===== src/rtl/btn_debounce_sync.sv =====
// ---------------------------------------------------------------------------
// btn_debounce_sync
//   Push-button conditioning between the board pins and the game logic.
//   Each button gets a 2-flop synchroniser, an integrating debounce counter,
//   press/release edge pulses and an optional hold-to-repeat generator.
//   The lowest-index press pulse is encoded into a 3-bit button code one
//   cycle later.
//
// Ports
//   clk          pixel clock, rising edge
//   rst          asynchronous, active-high reset
//   btn_in       raw asynchronous button levels (1 = pressed)
//   btn_level    debounced level per button
//   btn_press    one-cycle pulse per accepted press and per repeat
//   btn_release  one-cycle pulse per accepted release
//   btn_code     index+1 of lowest button that pulsed btn_press last cycle
//   btn_valid    high exactly when btn_code != 0
// ---------------------------------------------------------------------------

// ---------------------------------------------------------------------------
// btn_debounce_lane
//   One button: synchroniser, debounce integrator, edge pulses and the
//   repeat state machine.
//
// Ports
//   clk, rst     as top level
//   raw          raw button level
//   level        debounced level
//   press        press / repeat pulse
//   rel          release pulse
// ---------------------------------------------------------------------------
module btn_debounce_lane #(
   parameter int DEBOUNCE_CYCLES = 1485000,
   parameter int REPEAT_EN       = 1,
   parameter int REPEAT_DELAY    = 59400000,
   parameter int REPEAT_PERIOD   = 14850000
) (
   input  logic clk,
   input  logic rst,
   input  logic raw,
   output logic level,
   output logic press,
   output logic rel
);

   localparam int DB_W     = $clog2(DEBOUNCE_CYCLES);
   localparam int HOLD_MAX = (REPEAT_DELAY > REPEAT_PERIOD) ? REPEAT_DELAY : REPEAT_PERIOD;
   localparam int HW_RAW   = $clog2(HOLD_MAX);
   localparam int HW       = (HW_RAW < 1) ? 1 : HW_RAW;

   // ---------------- synchroniser ----------------
   logic s1, s2;

   always_ff @(posedge clk or posedge rst) begin
      if (rst) begin
         s1 <= 1'b0;
         s2 <= 1'b0;
      end else begin
         s1 <= raw;
         s2 <= s1;
      end
   end

   // ---------------- debounce integrator ----------------
   // The counter only runs while the synchronised level disagrees with the
   // accepted level; any return to agreement wipes the accumulated time.
   logic [DB_W-1:0] db_cnt;
   logic            db_diff;
   logic            db_done;
   logic            rise;
   logic            fall;

   assign db_diff = (s2 != level);
   assign db_done = db_diff && (db_cnt == DB_W'(DEBOUNCE_CYCLES - 1));
   assign rise    = db_done &  s2;
   assign fall    = db_done & ~s2;

   always_ff @(posedge clk or posedge rst) begin
      if (rst) begin
         db_cnt <= '0;
         level  <= 1'b0;
      end else begin
         if (!db_diff || db_done)
            db_cnt <= '0;
         else
            db_cnt <= db_cnt + DB_W'(1);
         if (db_done)
            level <= s2;
      end
   end

   // ---------------- hold-to-repeat ----------------
   logic rpt_fire;

   generate
      if (REPEAT_EN != 0) begin : g_rpt
         localparam logic [1:0] ST_IDLE   = 2'd0;
         localparam logic [1:0] ST_DELAY  = 2'd1;
         localparam logic [1:0] ST_REPEAT = 2'd2;

         logic [1:0]    state, state_nxt;
         logic [HW-1:0] hold_cnt, hold_nxt;
         logic          fire_nxt;

         always_comb begin
            state_nxt = state;
            hold_nxt  = hold_cnt;
            fire_nxt  = 1'b0;
            // An accepted release wins over everything, including a repeat
            // that would have fired on this same edge.
            if (fall) begin
               state_nxt = ST_IDLE;
               hold_nxt  = '0;
            end else if (rise) begin
               state_nxt = ST_DELAY;
               hold_nxt  = '0;
            end else begin
               case (state)
                  ST_DELAY: begin
                     if (hold_cnt == HW'(REPEAT_DELAY - 1)) begin
                        fire_nxt  = 1'b1;
                        state_nxt = ST_REPEAT;
                        hold_nxt  = '0;
                     end else begin
                        hold_nxt  = hold_cnt + HW'(1);
                     end
                  end
                  ST_REPEAT: begin
                     if (hold_cnt == HW'(REPEAT_PERIOD - 1)) begin
                        fire_nxt  = 1'b1;
                        hold_nxt  = '0;
                     end else begin
                        hold_nxt  = hold_cnt + HW'(1);
                     end
                  end
                  default: begin
                     state_nxt = ST_IDLE;
                     hold_nxt  = '0;
                  end
               endcase
            end
         end

         always_ff @(posedge clk or posedge rst) begin
            if (rst) begin
               state    <= ST_IDLE;
               hold_cnt <= '0;
            end else begin
               state    <= state_nxt;
               hold_cnt <= hold_nxt;
            end
         end

         assign rpt_fire = fire_nxt;
      end else begin : g_no_rpt
         assign rpt_fire = 1'b0;
      end
   endgenerate

   // ---------------- edge pulses ----------------
   // Registered on the same edge that updates level.
   always_ff @(posedge clk or posedge rst) begin
      if (rst) begin
         press <= 1'b0;
         rel   <= 1'b0;
      end else begin
         press <= rise | rpt_fire;
         rel   <= fall;
      end
   end

endmodule

// ---------------------------------------------------------------------------
// btn_debounce_sync (top)
// ---------------------------------------------------------------------------
module btn_debounce_sync #(
   parameter int N_BTN           = 4,
   parameter int DEBOUNCE_CYCLES = 1485000,
   parameter int REPEAT_EN       = 1,
   parameter int REPEAT_DELAY    = 59400000,
   parameter int REPEAT_PERIOD   = 14850000
) (
   input  logic             clk,
   input  logic             rst,
   input  logic [N_BTN-1:0] btn_in,
   output logic [N_BTN-1:0] btn_level,
   output logic [N_BTN-1:0] btn_press,
   output logic [N_BTN-1:0] btn_release,
   output logic [2:0]       btn_code,
   output logic             btn_valid
);

   btn_debounce_lane #(
      .DEBOUNCE_CYCLES (DEBOUNCE_CYCLES),
      .REPEAT_EN       (REPEAT_EN),
      .REPEAT_DELAY    (REPEAT_DELAY),
      .REPEAT_PERIOD   (REPEAT_PERIOD)
   ) u_lane [N_BTN-1:0] (
      .clk   (clk),
      .rst   (rst),
      .raw   (btn_in),
      .level (btn_level),
      .press (btn_press),
      .rel   (btn_release)
   );

   // Priority encoder: scan from the top down so the lowest index set last.
   // Losing buttons are simply dropped, nothing is queued.
   logic [2:0] code_nxt;

   always_comb begin
      code_nxt = 3'd0;
      for (int i = N_BTN - 1; i >= 0; i--) begin
         if (btn_press[i])
            code_nxt = 3'(i + 1);
      end
   end

   always_ff @(posedge clk or posedge rst) begin
      if (rst) begin
         btn_code  <= 3'd0;
         btn_valid <= 1'b0;
      end else begin
         btn_code  <= code_nxt;
         btn_valid <= |btn_press;
      end
   end

endmodule


===== config.mk =====
export PLATFORM = sky130hd
export DESIGN_NAME = btn_debounce_sync
export DESIGN_NICKNAME = d
export VERILOG_FILES = /design/src/rtl/btn_debounce_sync.sv
export SDC_FILE = /design/constraint.sdc
export NUM_CORES = 1
export LEC_CHECK = 0
export CORE_UTILIZATION = 60
export DETAILED_ROUTE_END_ITERATION = 6
export PLACE_DENSITY_LB_ADDON = 0.1
export SLEW_MARGIN = 30
export SYNTH_ARGS = -nofsm -noshare
export SYNTH_HDL_FRONTEND = slang
export SYNTH_SLANG_ARGS = --single-unit
export TNS_END_PERCENT = 1

===== constraint.sdc =====
create_clock -name clk -period 9.7 [get_ports clk]
set_input_delay 1.455 -clock clk [delete_from_list [all_inputs] [get_ports clk]]
set_output_delay 1.455 -clock clk [all_outputs]
set_load 0.02 [all_outputs]

==> After elaboration in Yosys (flattened, before gate mapping) <==
Index checks and enable logic that the tools add are counted.
{ "word_totals": {"rom_bits": 0, "inputBits": 6, "output_inout_bits": 16, "latch_bits": 0, "ram_bits": 0, "memories": 0, "register_bits": 220, "word_cells": 171} }
{ "op_classes": {"magnitude_cmp": 0, "div_mod_pow": 0, "n_addsub": 8, "shifts": 0, "muxes": 64, "bitwise": 16, "n_reduce_logical": 17, "n_eq_ne": 32, "n_mul": 0} }
{ "ops": {"columns": ["op", "n"], "rows": [
  ["$mux W26", 16],
  ["$pmux W26 S2", 4],
  ["$add A26 B1 Y26 const B", 4],
  ["$eq A26 B24 Y1 const B", 4],
  ["$eq A26 B26 Y1 const B", 4],
  ["$add A21 B1 Y21 const B", 4],
  ["$eq A21 B21 Y1 const B", 4],
  ["$mux W21", 4],
  ["$mux W2", 12],
  ["$mux W1", 16],
  ["$ne A4 B1 Y1 const B", 4],
  ["$pmux W2 S2", 4],
  ["$mux W3", 4],
  ["$ne A3 B1 Y1 const B", 4],
  ["$and A1 B1 Y1", 8],
  ["$eq A2 B1 Y1 const B", 4],
  ["$eq A2 B2 Y1 const B", 4],
  ["$pmux W1 S2", 4],
  ["$reduce_and A2 Y1", 4],
  ["$logic_and A1 B1 Y1", 4],
  ["$logic_not A1 Y1", 4],
  ["$logic_or A1 B1 Y1", 4],
  ["$ne A1 B1 Y1", 4],
  ["$not A1 Y1", 4],
  ["2 further kinds", 5]
]} }

==> Longest topological paths before layout <==
Gate-level depths: netlist of run 1.
{ "logic_depth": {"ltp_word": 6, "depth_mapped": 9, "ltp_nobuf": 7} }

==> By module <==
A second synthesis of run 1 with hierarchy kept.
{ "unflattened": {"cells_unflattened": 1127, "hier_area_um2": 11136.9} }
{ "modules_own_cells": {"columns": ["mod", "area_per_inst_um2", "instances", "seq_area_each_um2", "cells_per_inst"], "rows": [
  ["btn_debounce_lane (u_lane[0] ...)", 2753.9, 3, 1351.3, 280],
  ["btn_debounce_lane (u_lane[3])", 2728.9, 1, 1351.3, 275],
  ["btn_debounce_sync", 146.4, 1, 100.1, 12]
]} }

==> Worst setup path before layout of run 1 <==
OpenSTA, ideal clock, no wires.
{ "synth_path": {"path_type": "register to register", "startpoint": "register u_lane[2].g_rpt.hold_cnt[21]", "endpoint": "register u_lane[2].g_rpt.hold_cnt[17]", "synth_period_minus_slack_ps": 2047, "required_ps": 9581, "setup_ps": 119, "slack_ps": 7653, "stages_incl_launch_ff": 8, "path_buffers": 2, "arrival_ps": 1928, "cell_sequence": "dfrtp_1 nand4b_1 or4_1 o41ai_1 a221o_1 buf_4 buf_6 nor2_1"} }
{ "synth_via": {"elab_chain_len": 5, "elab_cells_between_ends": 7, "classes_between": "eq/ne (2); mux (5)"} }
{ "synth_lines": {"columns": ["element", "line_no", "rtl"], "rows": [
  ["from (decl)", "102", "logic [HW-1:0] hold_cnt, hold_nxt;"],
  ["from (signal assigned)", "150", "hold_cnt <= hold_nxt;"],
  ["$eq A26 B24 Y1 or $eq A26 B26 Y1 (tied branches)", "129, 120", null],
  ["$mux W26 (on tied branches)", "129, 120", null],
  ["$pmux W26 S2 *", "118", "case (state)"],
  ["$mux W26 *", "114", "end else if (rise) begin"],
  ["$mux W26 *", "111", "if (fall) begin"],
  ["net u_lane[2].g_rpt.hold_nxt[17]", "102", null]
]} }
The timed path passes the listed nets; every way through them passes the cells marked *.
A chain may end at the register's enable or synchronous reset.

==> Worst setup path after layout of run 1 <==
{ "layout_path": {"startpoint": "register u_lane[1].press", "endpoint": "output btn_press[1]"} }
{ "layout_rtl": {"columns": ["element", "line_no", "rtl"], "rows": [
  ["from (decl)", "42", "output logic press,"],
  ["from (signal assigned)", "167", "press <= rise | rpt_fire;"],
  ["to (decl)", "188", "output logic [N_BTN-1:0] btn_press,"]
]} }
No word-level cell between the ends.

==> key figures, run 1 <==
Worst setup path
  – Delay of the slowest critical-path stage: 0.66 ns
  – Critical path type: flip-flop to output pin
  – Total stage count of the critical path: 1
  – Startpoint Class: flip-flop
  – Number of buffer and inverter stages on the critical path: 1
  – Data arrival time of the critical path: between 1.5 and 2 ns
  – Internal reg-to-reg setup slack: 6.98 ns
  – Top Family by Delay on Critical Path: buffers and inverters
  – Required time of the worst setup path: 8.25 ns
  – Reg-to-Reg End: u_lane[3].g_rpt.hold_cnt[21]$_DFF_PP0_
  – Category of the worst setup path capture point: output pin
  – R2r startpoint: u_lane[3].g_rpt.hold_cnt[11]$_DFF_PP0_
  – Reg2reg path depth: 5
  – Cell chain of the critical path: clkdlybuf4s50_1
  – Slowest stage cell on the critical path: sky130_fd_sc_hd__clkdlybuf4s50_1
  – Max Fanout on Critical Path: 5

CTS
  – Total CTS buffers: 25
  – Clock-pin slew of the registers on the worst-case setup and hold paths: around 0.06 ns
  – Clock tree from TritonCTS: built
  – Number of setup buffers added after CTS: 0
  – Number of resized instances in the post-cts repair step: 0
  – Buffer levels on the longest clock path: 3
  – TritonCTS Sinks: 220
  – Number of H-tree levels: 1
  – Post-CTS Hold Fix Bufs: 0
  – Root Buffer Master: sky130_fd_sc_hd__clkbuf_16
  – Worst-skew pair later-pin latency: 0.50 ns

STA
  – Portion of the clock cycle consumed by the worst path in the final layout: 0.3181
  – Measured slew at the worst slew-check pin: between 0.8 and 0.9 ns
  – Total Negative Setup Slacks: 0 ns
  – Number of pins exceeding their max-slew limit in the final report: 0
  – Setup repair after global routing missed its margin: false
  – Layout Skew: approximately 0.011 ns
  – Max Fclk: 0.3241 GHz
  – Final hold viol count: 0
  – Endpoints failing setup: 0
  – Slew HR: 0.4063
  – Crit path setup slack, layout: 6.615 ns
  – Period minus WS final: 3.085 ns

Outcome
  – Outcome: complete, no violations

Place
  – Global placer's final weighted congestion: roughly 0.84
  – Setup Slack @ Placement: 6.226 ns
  – Number of cells after detailed placement: 1370
  – Detailed-placement wirelength estimate: 13.65 mm
  – Count of input and output buffers: 21

Logic synthesis
  – Synthesized netlist net count: 1181
  – Register bit count reported by yosys: between 200 and 250
  – Count of mapped cells out of synthesis: about 1200
  – Seq/Total Area, Yosys: 0.4943
  – Biggest area contributors in the synthesized netlist: sky130_fd_sc_hd__dfrtp_1 49%, sky130_fd_sc_hd__xor2_1 9.2%, sky130_fd_sc_hd__nor2_1 7.9%, sky130_fd_sc_hd__xnor2_1 4.2%, sky130_fd_sc_hd__nand4_1 3.3%
  – Most used flip-flop cell after synthesis: sky130_fd_sc_hd__dfrtp_1
  – Async SR Flop Fraction: 1.000
  – Number of different library cells in the post-synthesis netlist: 54
  – Top cell type's share of synthesized area: 0.4943
  – Warning count from the yosys run: 0
  – Cell type with the highest aggregate area in the netlist: sky130_fd_sc_hd__dfrtp_1
  – Avg Synthesized Cell Area: 9.642 um2
  – Cell area after synthesis: 11140 um2
  – EDFF count, synth: 0

Drt
  – Avg Vias per Cell: 5.601
  – Count of vias placed by the detailed router: 7920
  – DRC violations left: 0
  – First-pass detailed-route iteration total: 4
  – WL/cell: 14.50 um
  – Wirelength, routed: a little over 20 mm
  – Iter 0 DRT Violations: 343
  – Count of nets left with antenna violations after detail routing: 0

Global routing
  – Total track usage: 0.2202
  – Via count of the first global-routing pass: around 7500
  – Global-route wire length before repair: 35.51 mm
  – Maximum number of pins on one net before global-route repair: 138
  – Total global routing overflow: 0
  – Initial antenna violation count: 0

Floorplan
  – Initial Utilization: 0.6158
  – Standard-cell rows: 49
  – Boundary Pins: 22
  – Die H: about 140 um
  – Standard cell core area: 18090 um2
  – Die outline area: around 19000 um2
  – Die extent in x: 138.2 um

Layout
  – Growth of design area from synthesis to finish: 9.606%
  – Post-route insts no fill: 1414
  – Fill count: 1476
  – Net count reported at finish: 1194
  – Antenna Diode Count: 0
  – Layout cells sized above 1: 0.04726
  – Register cell area after layout: approximately 5500 um2
  – Area taken by multi-input logic gates: 5246 um2

Worst hold path
  – Worst Hold Path EP: u_lane[1].s2$_DFF_PP0_
  – Startpoint of the worst hold path: u_lane[1].s1$_DFF_PP0_
  – Hold crit path type: flip-flop to flip-flop
  – Hold Path Stages: 0

Pwr
  – Leakage: 4.995 nW
  – Peak supply drop: ~0.15 mV
  – Pwr/cell area: 153.0 nW/um2

Job
  – Max-cap violation count: 0
## synth_stat cells, drive strengths merged, types with 2 or more instances
| cell type | instances |
|---|---|
| nor2 | 234 |
| dfrtp | 220 |
| xor2 | 117 |
| nand2 | 90 |
| nand3 | 72 |
| nand4 | 59 |
| xnor2 | 54 |
| inv | 36 |
| and3 | 32 |
| buf | 25 |
| and4 | 22 |
| nor3 | 21 |
| ha | 20 |
| nor4 | 19 |
| and2 | 14 |
| nor4b | 12 |
| o21ai | 12 |
| clkbuf | 11 |
| a21oi | 10 |
| nor4bb | 9 |
| or4 | 9 |
| nand2b | 7 |
| or3 | 6 |
| nand4b | 4 |
| a221o | 3 |
| a22oi | 3 |
| nor2b | 3 |
| o41ai | 3 |
| a211o | 2 |
| a211oi | 2 |
| a221oi | 2 |
| nand3b | 2 |
| nor3b | 2 |
| o221ai | 2 |
| o31ai | 2 |
| or2 | 2 |
| or4b | 2 |
| or4bb | 2 |
## layout by cell type, fill, tap and decap left out, drive strengths merged, types with 14 or more instances in the layout
cell type / instances
clkbuf: 31
clkdlybuf4s50: 21
nand2: 90
nor3: 21
nand3: 72
xnor2: 54
dfrtp: 220
nor2: 234
and4: 22
xor2: 117
ha: 20
and3: 32
nor4: 19
nand4: 59
and2: 14
inv: 35
## layout make-up
type / count / area share
sequential: 220 / 0.4510
clock inverter: 13 / 0.009943
clock buffer: 31 / 0.05556
tap: 229 / 0.02347
multi-input combinational: 863 / 0.4298
inverter: 36 / 0.01210
timing repair buffer: 22 / 0.01814
## power breakdown
part	switching (mW)	leakage (nW)	internal, mW	total (mW)
sequential	0.00562	3.05	0.924	0.929
combinational	0.0266	1.55	0.00704	0.0336
clock	0.357	0.401	0.547	0.905
## logic make-up (layout without fill, tap and decap cells)
family                     count (synthesis)  after routing  share of synthesized area
and+or+nand+nor                          625            625                     0.2841
DFF                                      220            220                     0.4943
xor gates and xnor gates                 171            171                     0.1345
buffers and inverters                     72            102                    0.03483
AOI/OAI and AO/OA                         46             46                    0.02876
adders and majority gates                 20             20                    0.02247
muxes                                      1              1                   0.001011
## metal layers
| metal | vias to the layer above | GRT usage | part of all wire |
|---|---|---|---|
| li1 | 3987 | - | - |
| met1 | 3809 | 0.3200 | 0.50 |
| met2 | 93 | 0.3512 | 0.45 |
| met3 | 31 | 0.02840 | 0.029 |
| met4 | 0 | 0.05914 | 0.023 |
| met5 | - | 0 | 0 |
## sequential cells by signal (all words and copies together), names as in the netlist
signal                 flops
btn_code                   3
btn_valid                  1
u_lane.db_cnt             84
u_lane.g_rpt.hold_cnt    104
u_lane.g_rpt.state         8
u_lane.level               4
u_lane.press               4
u_lane.rel                 4
u_lane.s1                  4
u_lane.s2                  4
## how the worst max path moves through the flow
stage	slack, ns	start	end
floorplan	2.22	rst	btn_code[0]$_DFF_PP0_
detailed placement	6.23	rst	u_lane[0].db_cnt[4]$_DFF_PP0_
global placement	5.88	rst	u_lane[0].db_cnt[6]$_DFF_PP0_
finish	6.61	u_lane[1].press$_DFF_PP0_	btn_press[1]
CTS	6.59	u_lane[2].press$_DFF_PP0_	btn_press[2]
global route	6.55	u_lane[1].press$_DFF_PP0_	btn_press[1]
## metrics by stage
step | hold WS (ns) | utilization | cell area [um2] | power [mW]
floorplan | 0.3312 | - | 11140 | 0.9701
global placement | 0.3334 | 0.6301 | 11400 | 0.9809
detailed placement | 0.3347 | 0.6303 | 11400 | 0.9816
CTS | 0.3476 | 0.6745 | 12200 | 1.896
global route | 0.3582 | 0.6749 | 12210 | 1.934
finish | 0.3463 | 0.6749 | 12210 | 1.868
Power figures use the tool's default switching activity.
==> run 2, diff against run 1 <==
==> constraint.sdc (replaced) <==
create_clock -name clk -period 3 [get_ports clk]
set_input_delay 0.45 -clock clk [delete_from_list [all_inputs] [get_ports clk]]
set_output_delay 0.45 -clock clk [all_outputs]
set_load 0.02 [all_outputs]
==> run 2 against run 1 <==
Compared with the run above: the run now ends with design-rule violations left; highest routed layer unchanged; sequential cell count did not move; global-route usage rose by 0.20 points; combinational power rose to 3.4 times the previous value; via count rose by 1.0%; cell count rose by 0.42%; sequential power rose to 3.2 times the previous value; largest cell class unchanged.
==> key figures, run 2 (synthesis gave the netlist of run 1 again) <==
Outcome
  – Outcome: complete, but fails checks
  – Violations in the final reports: design-rule violations

CTS
  – Total CTS buffers: 24
  – Number of H-tree levels: 1
  – Number of setup buffers added after CTS: 0
  – Number of resized instances in the post-cts repair step: 0
  – Post-CTS Hold Fix Bufs: 0
  – Worst-skew pair later-pin latency: slightly above 0.5 ns
  – Clock-pin slew of the registers on the worst-case setup and hold paths: 0.06 ns
  – Buffer levels on the longest clock path: 3
  – Clock tree from TritonCTS: built
  – TritonCTS Sinks: 220
  – Root Buffer Master: sky130_fd_sc_hd__clkbuf_16

Global routing
  – Total track usage: 0.2222
  – Via count of the first global-routing pass: between 7000 and 8000
  – Initial antenna violation count: 0
  – Maximum number of pins on one net before global-route repair: about 150
  – Total global routing overflow: 0
  – Global-route wire length before repair: 35.91 mm

Layout
  – Largest Register: u_lane.g_rpt.hold_cnt
  – Commonest non-fill, non-tap cells in the layout: 234 x sky130_fd_sc_hd__nor2_1, 220 x sky130_fd_sc_hd__dfrtp_1, 117 x sky130_fd_sc_hd__xor2_1, 90 x sky130_fd_sc_hd__nand2_1, 72 x sky130_fd_sc_hd__nand3_1
  – Max FFs per register: 104
  – Top Registers: u_lane.g_rpt.hold_cnt (104), u_lane.db_cnt (84), u_lane.g_rpt.state (8)
  – Most common cell after layout, fill and taps aside: sky130_fd_sc_hd__nor2_1
  – Antenna Diode Count: 0
  – Area of all placed cells without fillers: 12230 um2
  – Growth of design area from synthesis to finish: 9.819%
  – Net count reported at finish: 1201
  – Util after Layout: 0.6762
  – Layout cells sized above 1: 0.04534

STA
  – Min Hold Slack: approximately 0.35 ns
  – Period minus WS final: 2.323 ns
  – Slew HR: 0.4590
  – Setup repair after global routing missed its margin: false
  – Portion of the clock cycle consumed by the worst path in the final layout: 0.7743
  – Layout Skew: 0.006364 ns
  – Endpoints failing setup: 0
  – Max Fclk: 0.4305 GHz
  – Number of pins exceeding their max-slew limit in the final report: 0
  – Measured slew at the worst slew-check pin: 0.8116 ns
  – Final hold viol count: 0

Floorplan
  – Boundary Pins: 22
  – Die outline area: 19110 um2
  – Standard-cell rows: 49
  – Standard cell core area: 18090 um2
  – Die H: around 140 um
  – Initial Utilization: 0.6158
  – Die extent in x: 138.2 um

Pwr
  – Leakage: roughly 5 nW
  – Peak supply drop: 0.5209 mV
  – Pwr/cell area: 484.4 nW/um2

Place
  – Global placer's final weighted congestion: between 0.8 and 0.9
  – Placement Cell Area: 11480 um2
  – Count of input and output buffers: 21
  – Detailed-placement wirelength estimate: between 10 and 15 mm

Drt
  – Avg Vias per Cell: 5.635
  – WL/cell: 14.43 um
  – Count of nets left with antenna violations after detail routing: 0
  – Count of vias placed by the detailed router: 8002
  – Iter 0 DRT Violations: 423
  – DRC violations left: 2
  – First-pass detailed-route iteration total: 6
  – Wirelength, routed: 20.49 mm

Worst setup path
  – Max Fanout on Critical Path: 19
  – Critical path type: flip-flop to flip-flop
  – Startpoint Class: flip-flop
  – Data arrival time of the critical path: roughly 2.7 ns
  – Required time of the worst setup path: 3.37 ns
  – Category of the worst setup path capture point: flip-flop

Worst hold path
  – Hold crit path type: flip-flop to flip-flop

Job
  – Max-cap violation count: 0
-- run 2: changes by cell type in the layout (fill, tap and decap cells not counted) --
cell	change
sky130_fd_sc_hd__a221o_2	-2
sky130_fd_sc_hd__bufinv_16	-1
sky130_fd_sc_hd__clkinv_8	-1
sky130_fd_sc_hd__clkinv_2	-6
sky130_fd_sc_hd__buf_6	-1
sky130_fd_sc_hd__a221o_1	+2
sky130_fd_sc_hd__clkinv_4	-1
sky130_fd_sc_hd__buf_4	+7
sky130_fd_sc_hd__buf_12	+2
sky130_fd_sc_hd__clkinvlp_4	+1
sky130_fd_sc_hd__clkbuf_1	+6
-- run 2: worst max-delay path: stages (launching register included) --
cell and delay [ns]:
sky130_fd_sc_hd__dfrtp_1 0.43, sky130_fd_sc_hd__or4_1 0.52, sky130_fd_sc_hd__nor4_1 0.28, sky130_fd_sc_hd__nand4_1 0.27
sky130_fd_sc_hd__nand2_1 0.57, sky130_fd_sc_hd__nor2_1 0.12
-- run 2: final cells by class --
type,count,area (um2)
repair buffers,30,302.8
clock inverters,5,52.55
clock buffers,37,700.7
fillers,1471,5856
flip-flops and latches,220,5505
multi-input cells,863,5244
well taps,229,286.5
inverters,36,138.9
-- run 2: report_power, final --
part / total [mW] / switching [mW] / internal, mW
Sequential: 3.01 / 0.0188 / 2.99
Combinational: 0.115 / 0.0866 / 0.0281
Clock: 2.80 / 1.12 / 1.68
-- run 2: metrics by stage --
step	total power, mW	setup TNS, ns	cells	setup slack (ns)
floorplan	3.137	-69.98	1155	-0.3181
detailed placement	3.180	0	1378	0.6655
global route	6.138	0	1420	0.3756
finish	5.924	0	1420	0.6772
global placement	3.178	0	1378	0.7075
CTS	6.013	0	1420	0.6521
-- run 2: worst paths after layout --
path / startpoint / to / slack, ns / cells past startpoint
max in group asynchronous: rst / u_lane[0].g_rpt.state[0]$_DFFE_PP0P_ / 1.86 / 3
setup reg to reg: u_lane[0].db_cnt[9]$_DFF_PP0_ / u_lane[0].db_cnt[15]$_DFF_PP0_ / 0.68 / 5
hold / removal: u_lane[2].s1$_DFF_PP0_ / u_lane[2].s2$_DFF_PP0_ / 0.35 / 0
min in group asynchronous: rst / u_lane[1].rel$_DFF_PP0_ / 0.42 / 3
setup / recovery: u_lane[0].db_cnt[9]$_DFF_PP0_ / u_lane[0].db_cnt[15]$_DFF_PP0_ / 0.68 / 5
hold reg to reg: u_lane[2].s1$_DFF_PP0_ / u_lane[2].s2$_DFF_PP0_ / 0.35 / 0
-- run 2: per-layer routing --
metal / wire length (um) / global-route usage / vias to the layer above
met1: 10210 / 0.3277 / 3878
met2: 9250 / 0.3472 / 108
li1: - / - / 3989
met5: 0 / 0 / -
met3: 597 / 0.02944 / 27
met4: 436 / 0.06150 / 0
